--- src/rtl/q8_8_divider_pkg.sv ---
// -----------------------------------------------------------------------------
// q8_8_divider_pkg
// Shared constants and types for the signed Q8.8 fixed-point divider.
//   Q_WIDTH     : total operand/result width in bits
//   Q_FRAC      : fractional bits of the fixed-point format
//   div_state_t : divider control states (IDLE -> CALC -> DONE)
// -----------------------------------------------------------------------------
package q8_8_divider_pkg;

    localparam int Q_WIDTH = 16;
    localparam int Q_FRAC  = 8;

    typedef enum logic [1:0] {
        S_IDLE = 2'd0,
        S_CALC = 2'd1,
        S_DONE = 2'd2
    } div_state_t;

endpackage

--- src/rtl/q8_8_divider.sv ---
// -----------------------------------------------------------------------------
// q8_8_divider
// Sequential signed fixed-point divider (Q8.8 by default). Restoring division,
// one quotient bit per CALC cycle, MSB first, WIDTH+FRAC cycles per result.
// Quotient is truncated toward zero; ovf flags results outside the signed
// WIDTH-bit range; div_zero flags a zero divisor (resolved without iterating).
//
// Handshake: a transfer happens on a rising clk edge where valid and ready are
// both 1. in_ready is 1 only in IDLE, out_valid only in DONE; results are held
// stable in DONE until out_ready. Operand inputs are ignored outside IDLE.
//
// Ports:
//   clk       in   clock, rising edge
//   rst       in   asynchronous active-high reset
//   in_valid  in   dividend/divisor pair offered
//   in_ready  out  pair accepted this cycle (IDLE)
//   dividend  in   signed Q8.8 numerator
//   divisor   in   signed Q8.8 denominator
//   out_valid out  quotient and flags valid (DONE)
//   out_ready in   consumer takes the result this cycle
//   quotient  out  signed Q8.8 result
//   ovf       out  true quotient outside representable range
//   div_zero  out  divisor was zero
//   state     out  current control state (debug)
//
// Configuration macro: Q8_8_DIV_SATURATE_EN
//   defined   : overflow and divide-by-zero produce saturated quotients
//   undefined : overflow wraps to the low WIDTH bits, divide-by-zero gives 0
// -----------------------------------------------------------------------------
module q8_8_divider
    import q8_8_divider_pkg::*;
#(
    parameter int WIDTH = Q_WIDTH,
    parameter int FRAC  = Q_FRAC
) (
    input  logic             clk,
    input  logic             rst,
    input  logic             in_valid,
    output logic             in_ready,
    input  logic [WIDTH-1:0] dividend,
    input  logic [WIDTH-1:0] divisor,
    output logic             out_valid,
    input  logic             out_ready,
    output logic [WIDTH-1:0] quotient,
    output logic             ovf,
    output logic             div_zero,
    output div_state_t       state
);

    localparam int NW = WIDTH + FRAC;   // numerator / raw quotient width
    localparam int CW = $clog2(NW);     // iteration counter width
    localparam logic [NW-1:0] POS_LIM = NW'((64'd1 << (WIDTH-1)) - 64'd1);
    localparam logic [NW-1:0] NEG_LIM = NW'(64'd1 << (WIDTH-1));

    div_state_t        state_r, next_state;
    logic              sign_r;
    logic [WIDTH-1:0]  dvs_mag_r;
    logic [WIDTH-1:0]  rem_r;
    logic [NW-1:0]     num_r;          // numerator shifts out, quotient bits shift in
    logic [CW-1:0]     cnt_r;

    logic [WIDTH-1:0]  dvd_mag, dvs_mag;
    logic [WIDTH:0]    trial;
    logic              take;
    logic [WIDTH-1:0]  rem_nx;
    logic [NW-1:0]     num_nx;
    logic              dvs_zero, last;
    logic              ovf_nx;
    logic [WIDTH-1:0]  signed_low;
    logic [WIDTH-1:0]  q_res;
    logic [WIDTH-1:0]  dz_q;

    assign state = state_r;

    // Magnitudes as unsigned WIDTH-bit values; the most negative input maps
    // to 1 << (WIDTH-1), which still fits unsigned.
    assign dvd_mag = dividend[WIDTH-1] ? (~dividend + WIDTH'(1)) : dividend;
    assign dvs_mag = divisor[WIDTH-1]  ? (~divisor  + WIDTH'(1)) : divisor;

    // One restoring step. The partial remainder is always below the divisor,
    // so after subtraction it fits back into WIDTH bits.
    assign trial  = {rem_r, num_r[NW-1]};
    assign take   = (trial >= {1'b0, dvs_mag_r});
    assign rem_nx = take ? (trial[WIDTH-1:0] - dvs_mag_r) : trial[WIDTH-1:0];
    assign num_nx = {num_r[NW-2:0], take};

    assign dvs_zero = (dvs_mag_r == '0);
    assign last     = (cnt_r == CW'(NW - 1));

    // Final result is formed from the last step's shifted value so it can be
    // registered on the same edge that enters DONE.
    assign ovf_nx     = sign_r ? (num_nx > NEG_LIM) : (num_nx > POS_LIM);
    assign signed_low = sign_r ? (~num_nx[WIDTH-1:0] + WIDTH'(1)) : num_nx[WIDTH-1:0];

`ifdef Q8_8_DIV_SATURATE_EN
    localparam logic [WIDTH-1:0] MAX_POS = {1'b0, {(WIDTH-1){1'b1}}};
    localparam logic [WIDTH-1:0] MIN_NEG = {1'b1, {(WIDTH-1){1'b0}}};
    logic dvd_neg_r;

    always_ff @(posedge clk or posedge rst) begin
        if (rst) begin
            dvd_neg_r <= 1'b0;
        end else if (state_r == S_IDLE && in_valid) begin
            dvd_neg_r <= dividend[WIDTH-1];
        end
    end

    assign q_res = ovf_nx ? (sign_r ? MIN_NEG : MAX_POS) : signed_low;
    assign dz_q  = dvd_neg_r ? MIN_NEG : MAX_POS;
`else
    assign q_res = signed_low;
    assign dz_q  = '0;
`endif

    // State register
    always_ff @(posedge clk or posedge rst) begin
        if (rst) begin
            state_r <= S_IDLE;
        end else begin
            state_r <= next_state;
        end
    end

    // Next state and handshake outputs
    always_comb begin
        next_state = state_r;
        in_ready   = 1'b0;
        out_valid  = 1'b0;
        case (state_r)
            S_IDLE: begin
                in_ready = 1'b1;
                if (in_valid) next_state = S_CALC;
            end
            S_CALC: begin
                if (dvs_zero || last) next_state = S_DONE;
            end
            S_DONE: begin
                out_valid = 1'b1;
                if (out_ready) next_state = S_IDLE;
            end
            default: next_state = S_IDLE;
        endcase
    end

    // Datapath: operand capture, iteration, result registers
    always_ff @(posedge clk or posedge rst) begin
        if (rst) begin
            sign_r    <= 1'b0;
            dvs_mag_r <= '0;
            rem_r     <= '0;
            num_r     <= '0;
            cnt_r     <= '0;
            quotient  <= '0;
            ovf       <= 1'b0;
            div_zero  <= 1'b0;
        end else begin
            case (state_r)
                S_IDLE: begin
                    if (in_valid) begin
                        sign_r    <= dividend[WIDTH-1] ^ divisor[WIDTH-1];
                        dvs_mag_r <= dvs_mag;
                        rem_r     <= '0;
                        num_r     <= {dvd_mag, {FRAC{1'b0}}};
                        cnt_r     <= '0;
                    end
                end
                S_CALC: begin
                    if (dvs_zero) begin
                        // Zero divisor: no iterations, result decided at once.
                        quotient <= dz_q;
                        ovf      <= 1'b0;
                        div_zero <= 1'b1;
                    end else begin
                        rem_r <= rem_nx;
                        num_r <= num_nx;
                        cnt_r <= cnt_r + CW'(1);
                        if (last) begin
                            quotient <= q_res;
                            ovf      <= ovf_nx;
                            div_zero <= 1'b0;
                        end
                    end
                end
                default: ;
            endcase
        end
    end

endmodule

--- config.mk ---
export PLATFORM = sky130hd
export DESIGN_NAME = q8_8_divider
export DESIGN_NICKNAME = d
export VERILOG_FILES = /design/src/rtl/q8_8_divider_pkg.sv /design/src/rtl/q8_8_divider.sv
export SDC_FILE = /design/constraint.sdc
export NUM_CORES = 1
export LEC_CHECK = 0
export CAP_MARGIN = 20
export CORE_UTILIZATION = 30
export DETAILED_ROUTE_END_ITERATION = 7
export SETUP_SLACK_MARGIN = 0.5
export SYNTH_ARGS = -nofsm -noshare
export SYNTH_HDL_FRONTEND = slang
export SYNTH_SLANG_ARGS = --single-unit
--- constraint.sdc ---
create_clock -name clk -period 2.9 [get_ports clk]
set_clock_uncertainty 0.1 [all_clocks]
set_input_delay 0.87 -clock clk [delete_from_list [all_inputs] [get_ports clk]]
set_output_delay 0.87 -clock clk [all_outputs]
set_load 0.02 [all_outputs]
==> impl_metrics.ini, run 1 <==
[cts]
htree_num_levels = 3
ctsLongestPathBuffers = 2
cts_buffers = 9
path_clk_slew_ns = 0.06
cts-root-buf = clkbuf_16
clk_latency_ns = 0.35
cts_sinks = 82
cts_tree = built

[die]
fp.dieH_um = 133
die_x_um = 133
rows = 47
coreArea_mm2 = 0.0166
floorplan.io_pins = 58
start_util_pct = 30.8
die-area_mm2 = 0.0176

[power]
p_int_mw = 5.13
power.share.clock_pct = 11.7
p_sw_share_pct = 43.5
seqPwrFrac_pct = 24.6
p_per_area_mw_per_mm2 = 1240
power_leakage_nw = 3.21
vdd_drop_max_uv = 489
comb_power_share_pct = 63.7
p_switching_mw = 3.95

[yosys]
synth_cells = 599
ys_seq_area_share_pct = 40.0
synth.ff_latch_count = 82
netlist_area_mm2 = 0.00513
syn_avg_cell_area_um2 = 8.56
syn_nets = 656
yosys_warnings = 0
ys_types = 49

[setup_path]
critPathKind = register to register
crit_fanout = 3
worstPathRequired_ns = 3.04
r2r_cells = 14
worst_path_max_delay_cell = dfrtp_1
critical_path_arrival_ns = 2.92
critical_path.top_delay_family = compound AO/OA/AOI/OAI gates
path_depth = 14
cpPeakStageDelay_ns = 0.39
startpoint_type = register
path_cells = inv_2 -> ha_4 -> a21o_1 -> a21oi_2 -> a21oi_2 -> o2111a_2 -> or2_4 -> inv_4 -> ha_4 -> nand3_4 -> o31ai_4 -> buf_4 -> a31oi_1 -> a21o_1
path_buf_inv = 3
end_kind = register

[place]
gp_congestion = 0.836
hpwl_um = 9830
placed_cell_area_mm2 = 0.00640
place_inst = 893
port_buffers = 57

[run_status]
status = finished, final reports clean

[finish]
num_antenna_cells = 0
area.growth.synth_to_final_pct = 42.9
final_area_mm2 = 0.00732
drive_gt1_share_pct = 24.3
layout.nets = 785
final_cells = 953

[drt]
final_antenna_net_count = 0
wire_per_inst_um = 14.4
routed-via-count = 4838
wl_um = 13800
route.detailed.drc = 0
viasPerCell = 5.08
firstDrtPassIters = 4
drt_iter0_drc = 309

[timing]
setup_violations = 0
max_freq_mhz = 360
tightest_slew_ns = 0.762
fin_crit_sh_pct = 95.8
fin_crit_ns = 2.78
finalHoldViolCount = 0
maxSlewViolCount = 0
rsz0062_at_grt = true
slew_headroom_pct = 49.1

[global_route]
grt_pass1_wl_um = 23300
overflow = 0
grt_pass1_vias = 4800
grt_use_total_pct = 16.3
grt_max_degree = 48
antenna_found_initial = 0

[min_path]
holdPathStages = 2
hold_class = register to register

[run]
cap_violations = 0
==> layout by cell type (no fill, tap or decap), types with 16 or more instances in the layout <==
cell             netlist  layout
nand2_1               97      92
dfrtp_1               82      81
buf_4                  0      78
xor2_1                47      47
o21ai_0               59      47
clkdlybuf4s50_1        0      35
nor2_1                35      33
o21ai_1               21      29
a21oi_1               31      28
nand3_1               30      26
inv_1                 28      16
==> logic make-up (layout without fill, tap and decap cells) <==
kind of cell,after synthesis,count (layout),synth area share [%]
AND/OR/NAND/NOR,214,214,19.3
AO/OA/AOI/OAI,165,165,20.2
flip-flops,82,82,40.0
XOR/XNOR,55,55,9.39
buffers and inverters,55,189,4.51
adder cells (fa/ha/maj),21,21,5.27
multiplexers,7,7,1.37
==> sequential cells by signal, indices dropped and copies added (netlist names) <==
signal,cells
div_zero,1
dvs_mag_r,16
num_r,24
sign_r,1
cnt_r,5
state,2
quotient,16
rem_r,16
ovf,1
==> worst register-to-register path, stage by stage (launching register included) <==
cell      delay, ns
dfrtp_1        0.39
inv_2          0.08
ha_4           0.21
a21o_1         0.16
a21oi_2        0.17
a21oi_2        0.09
o2111a_2       0.26
or2_4          0.26
inv_4          0.06
ha_4           0.14
nand3_4        0.08
o31ai_4        0.27
buf_4          0.14
a31oi_1        0.06
a21o_1         0.18
==> per-stage QoR <==
stage | worst slack [ns] | setup TNS [ns] | hold WS [ns] | util, % | total power, mW
after floorplan | 0.138 | 0 | 0.367 | - | 5.73
after global placement | 0.00000733 | 0 | 0.369 | 38.5 | 6.97
after detailed placement | -0.159 | -0.828 | 0.374 | 38.5 | 7.12
after CTS | 0.157 | 0 | 0.389 | 42.5 | 8.71
after global routing | 0.00646 | 0 | 0.400 | 44.0 | 9.83
final | 0.123 | 0 | 0.378 | 44.0 | 9.08
==> repair_timing <==
| action | CTS | global route |
|---|---|---|
| pin swaps | 23 | 26 |
| gates cloned | 0 | 0 |
| hold buffers | 0 | 0 |
| endpoints found under the setup margin | 45 | 52 |
| setup buffers | 31 | 13 |
| resized for setup | 57 | 44 |
==> final cells by class <==
class	instances	area, um2
Clock buffer	11	233
Clock inverter	5	40.0
Fill cell	1620	9320
Inverter	29	115
Multi-Input combinational cell	462	3330
Sequential cell	82	2050
Tap cell	220	275
Timing Repair Buffer	144	1280
==> power groups by stage <==
stage / clock [mW] / combinational, mW / sequential [mW]
floorplan: 0 / 3.55 / 2.18
global placement: 0 / 4.76 / 2.21
detailed placement: 0 / 4.89 / 2.23
CTS: 1.09 / 5.40 / 2.22
global route: 1.14 / 6.39 / 2.31
finish: 1.07 / 5.78 / 2.23
==> metal layers <==
metal,part of all wire [%],vias to the layer above,global-route usage (%)
met1,46,2343,21.7
li1,-,2387,-
met4,2.0,0,6.26
met5,0,-,0
met2,49,86,26.8
met3,3.0,22,2.26
==> synthesized netlist by cell type (all sizes together) <==
cell type  number  area [um2]
or4             5        37.5
o21a            3        22.5
xnor2           8        70.1
or2             2        12.5
a32oi           6        52.6
inv            29         111
nor2b           6        37.5
nor4           12        75.1
o31ai          11        82.6
o211ai          2        28.8
a21oi          31         155
nand3          30         150
nand2          97         364
xor2           47         412
o22ai           2        12.5
nor3            2        10.0
mux2i           7        70.1
and3            4        30.0
a21o            6        45.0
buf             3        33.8
a41oi           1        16.3
a22oi           1        7.51
a211o           1        8.76
and2            1        6.26
o41ai          11        96.3
nand4           4        25.0
ha             20         250
a211oi          1        7.51
nand2b          7        43.8
and2b           1        7.51
nor2           35         131
o41a            1        11.3
and4b           1        10.0
or3             5        31.3
o21ai          80         400
a221o           1        10.0
clkbuf         23        86.3
dfrtp          82        2050
nand3b          2        15.0
o2111a          1        12.5
o311ai          5        58.8
a31oi           1        6.26
fa              1        20.0
==> final timing paths <==
path	from	to	slack, ns
min in group asynchronous	rst	quotient[2]	0.80
max	dvs_mag_r[3]	ovf	0.12
min	quotient[6]	quotient[6]	0.38
max reg2reg	dvs_mag_r[3]	ovf	0.12
max in group asynchronous	rst	dvs_mag_r[13]	1.28
min reg2reg	quotient[6]	quotient[6]	0.38
No activity file was read; power rests on OpenSTA's default activity.
==> inputs of run 2 (changes only) <==
Settings changed: SLEW_MARGIN set to 10.
==> results of run 2 <==
Same layout as run 1: the final DEF is identical, and so are final timing and power.
==> variant, RTL diff (flow settings as in run 1) <==
Register the input `divisor` before use. The logic sees it one clock later. The other inputs are not delayed to match.
--- a/src/rtl/q8_8_divider.sv
+++ b/src/rtl/q8_8_divider.sv
@@ -52,6 +52,12 @@
     localparam logic [NW-1:0] POS_LIM = NW'((64'd1 << (WIDTH-1)) - 64'd1);
     localparam logic [NW-1:0] NEG_LIM = NW'(64'd1 << (WIDTH-1));
 
+    logic [WIDTH-1:0] divisor_q;
+
+    always_ff @(posedge clk) begin
+        divisor_q <= divisor;
+    end
+
     div_state_t        state_r, next_state;
     logic              sign_r;
     logic [WIDTH-1:0]  dvs_mag_r;
@@ -75,7 +81,7 @@
     // Magnitudes as unsigned WIDTH-bit values; the most negative input maps
     // to 1 << (WIDTH-1), which still fits unsigned.
     assign dvd_mag = dividend[WIDTH-1] ? (~dividend + WIDTH'(1)) : dividend;
-    assign dvs_mag = divisor[WIDTH-1]  ? (~divisor  + WIDTH'(1)) : divisor;
+    assign dvs_mag = divisor_q[WIDTH-1]  ? (~divisor_q + WIDTH'(1)) : divisor_q;
 
     // One restoring step. The partial remainder is always below the divisor,
     // so after subtraction it fits back into WIDTH bits.
@@ -157,7 +163,7 @@
             case (state_r)
                 S_IDLE: begin
                     if (in_valid) begin
-                        sign_r    <= dividend[WIDTH-1] ^ divisor[WIDTH-1];
+                        sign_r    <= dividend[WIDTH-1] ^ divisor_q[WIDTH-1];
                         dvs_mag_r <= dvs_mag;
                         rem_r     <= '0;
                         num_r     <= {dvd_mag, {FRAC{1'b0}}};
Function: changed (a bounded check fails within 4 cycles, from zero or initial values and one cycle with rst high).
==> variant against run 1 <==
Total power is 5.8% higher; synthesized area increased by 9.3%; cell area grew 4.3%; global-route usage shrank 1.3 points; wire length rose by 1.1%; sequential cell count is 16 higher; critical endpoint is now quotient[8]; the run now ends with DRC left; setup slack gained 0.036 ns; maximum frequency rose by 1.3%.
==> variant: results (changes against run 1) <==
[setup_path]
crit_arrival_ns=2.86  ; -0.06 ns
startpoint=rem_r[0]
slowest_stage=or4_4
critPathMaxFanout=4  ; +1
r2r-end=quotient[8]
critPathMaxStageDelay_ns=0.55  ; +0.16 ns
cpLargestDelayFamily=simple AND/OR/NAND/NOR gates
rrSetupSlack_ns=0.16  ; +0.04 ns

[layout]
drive_gt1_share_pct=21.9  ; -2.4 points
largest-register=num_r
final_nets=791  ; +0.76%
nFillCells=1776  ; +9.6%
fin_cells=968  ; +1.6%
largest_reg_flops=24  ; unchanged

[routing]
wl_met2_mm=6.47  ; -3.2%
drt_iter0_markers=258  ; -17%
viasPerCell=4.91  ; -3.4%
drcViolationCount=4  ; +4
first_pass_iters=8  ; +4
route.met3.wl_um=548  ; +31%
top_layer=met4
wire_per_inst_um=14.4  ; -0.48%
drt-met1-wl_mm=6.72  ; +5.3%

[global_routing]
grt_max_degree=83  ; +73%
grt_pass1_wl_mm=23.3  ; about the same
grt_usage_pct=15.0  ; -1.3 points
grt_pass1_vias=4687  ; -2.4%

[power]
power.internal_uw=5480  ; +6.8%
peakVddDrop_mv=0.528  ; +8.0%
p_leak_uw=0.00325  ; +1.2%

[synthesis]
synth_common_cells=nand2_1, dfrtp_1, o21ai_0
syn_inst=628  ; +4.8%
ys_top_cells_by_area=dfrtp_1, nand2_1, o21ai_0, xor2_1, dfxtp_1
synth_top_flop_cell=dfrtp_1
async_flop_share_pct=83.7  ; -16 points
synth_top_area_cell=dfrtp_1
synth_nets=685  ; +4.4%
ys_types=61  ; +24%
synth_warnings=0  ; unchanged
yosysSeqAreaShare_pct=42.3  ; +2.3 points

[status]
violations=DRC
status=complete, but fails checks

[placement]
portBuffers=57  ; unchanged
gp_congestion=0.872  ; +4.4%
hpwl_mm=9.67  ; -1.6%
dpl_cell_area_mm2=0.00683  ; +6.8%
placedCellCount=936  ; +4.8%

[clocking]
clk_latency_ns=0.36
cts_root_buf=clkbuf_16
cts_made_buffers=9  ; unchanged

[timing]
slew_viol_final=0  ; unchanged
max_slew_margin_pct=48.6  ; -0.51 points

[worst_hold_path]
worstHoldPathCells=2  ; unchanged
hp-start=quotient[7]

==> variant: power groups by stage <==
| stage | clock, µW | combinational, µW | sequential (µW) |
|---|---|---|---|
| 2_1_floorplan | 0 | 3650 | 2340 |
| 3_3_place_gp | 0 | 5150 | 2370 |
| 3_5_place_dp | 0 | 5180 | 2380 |
| 4_1_cts | 1200 | 5840 | 2380 |
| 5_1_grt | 1260 | 6660 | 2480 |
| 6_report | 1160 | 6040 | 2400 |
==> variant: cell families after synthesis <==
group	after synthesis	synth area share, %
simple gates	209	17.4
buf+inv	60	4.71
xor+xnor	56	8.75
compound gates	172	19.9
flops	98	42.3
mux	12	2.14
fa+ha+maj	21	4.82
==> variant: worst min-delay path by stage <==
stage                               end  slack (ns)
after floorplan           dvs_mag_r[11]        0.37
after global placement      quotient[7]        0.36
after detailed placement    quotient[7]        0.37
after CTS                   quotient[7]        0.38
after global routing       quotient[11]        0.42
final                       quotient[7]        0.37
==> variant: area by class of cell <==
| type | count | area share (%) |
|---|---|---|
| multi-input combinational | 470 | 44.9 |
| clock inverter | 6 | 0.720 |
| timing repair buffer | 124 | 15.0 |
| inverter | 31 | 1.60 |
| clock buffer | 10 | 3.00 |
| tap | 229 | 3.75 |
| sequential | 98 | 31.0 |
==> variant: stage by stage <==
step                      util [%]  setup slack [ns]  hold WS, ns
after global placement        37.7            0.0583        0.365
after global routing          42.1            0.0227        0.415
final                         42.1             0.159        0.374
after floorplan                  -          -0.00920        0.372
after CTS                     41.2             0.145        0.384
after detailed placement      37.7          -0.00535        0.369
==> variant: worst register-to-register path, cell delays in order, from the launching register on <==
cell     delay [ns]
dfrtp_1        0.42
ha_4           0.28
buf_4          0.09
nand4_1        0.09
or4_4          0.55
o21ai_4        0.15
or2_4          0.15
inv_4          0.04
ha_4           0.14
buf_4          0.13
buf_6          0.12
nand2_1        0.05
nand2_1        0.06
xor2_1         0.16
o21ai_1        0.07
==> variant: layer usage <==
layer	track usage, %	vias up
met1	20.5	2232
met3	2.94	14
met2	24.1	78
li1	-	2425
met4	4.50	0
met5	0	-
==> variant: timing repair <==
| action | in CTS | in global routing |
|---|---|---|
| endpoints found under the setup margin | 49 | 50 |
| gates cloned | 0 | 0 |
| pin swaps | 25 | 18 |
| buffers inserted | 16 | 0 |
| gates resized for setup | 56 | 36 |
| hold endpoints to repair | 0 | 0 |
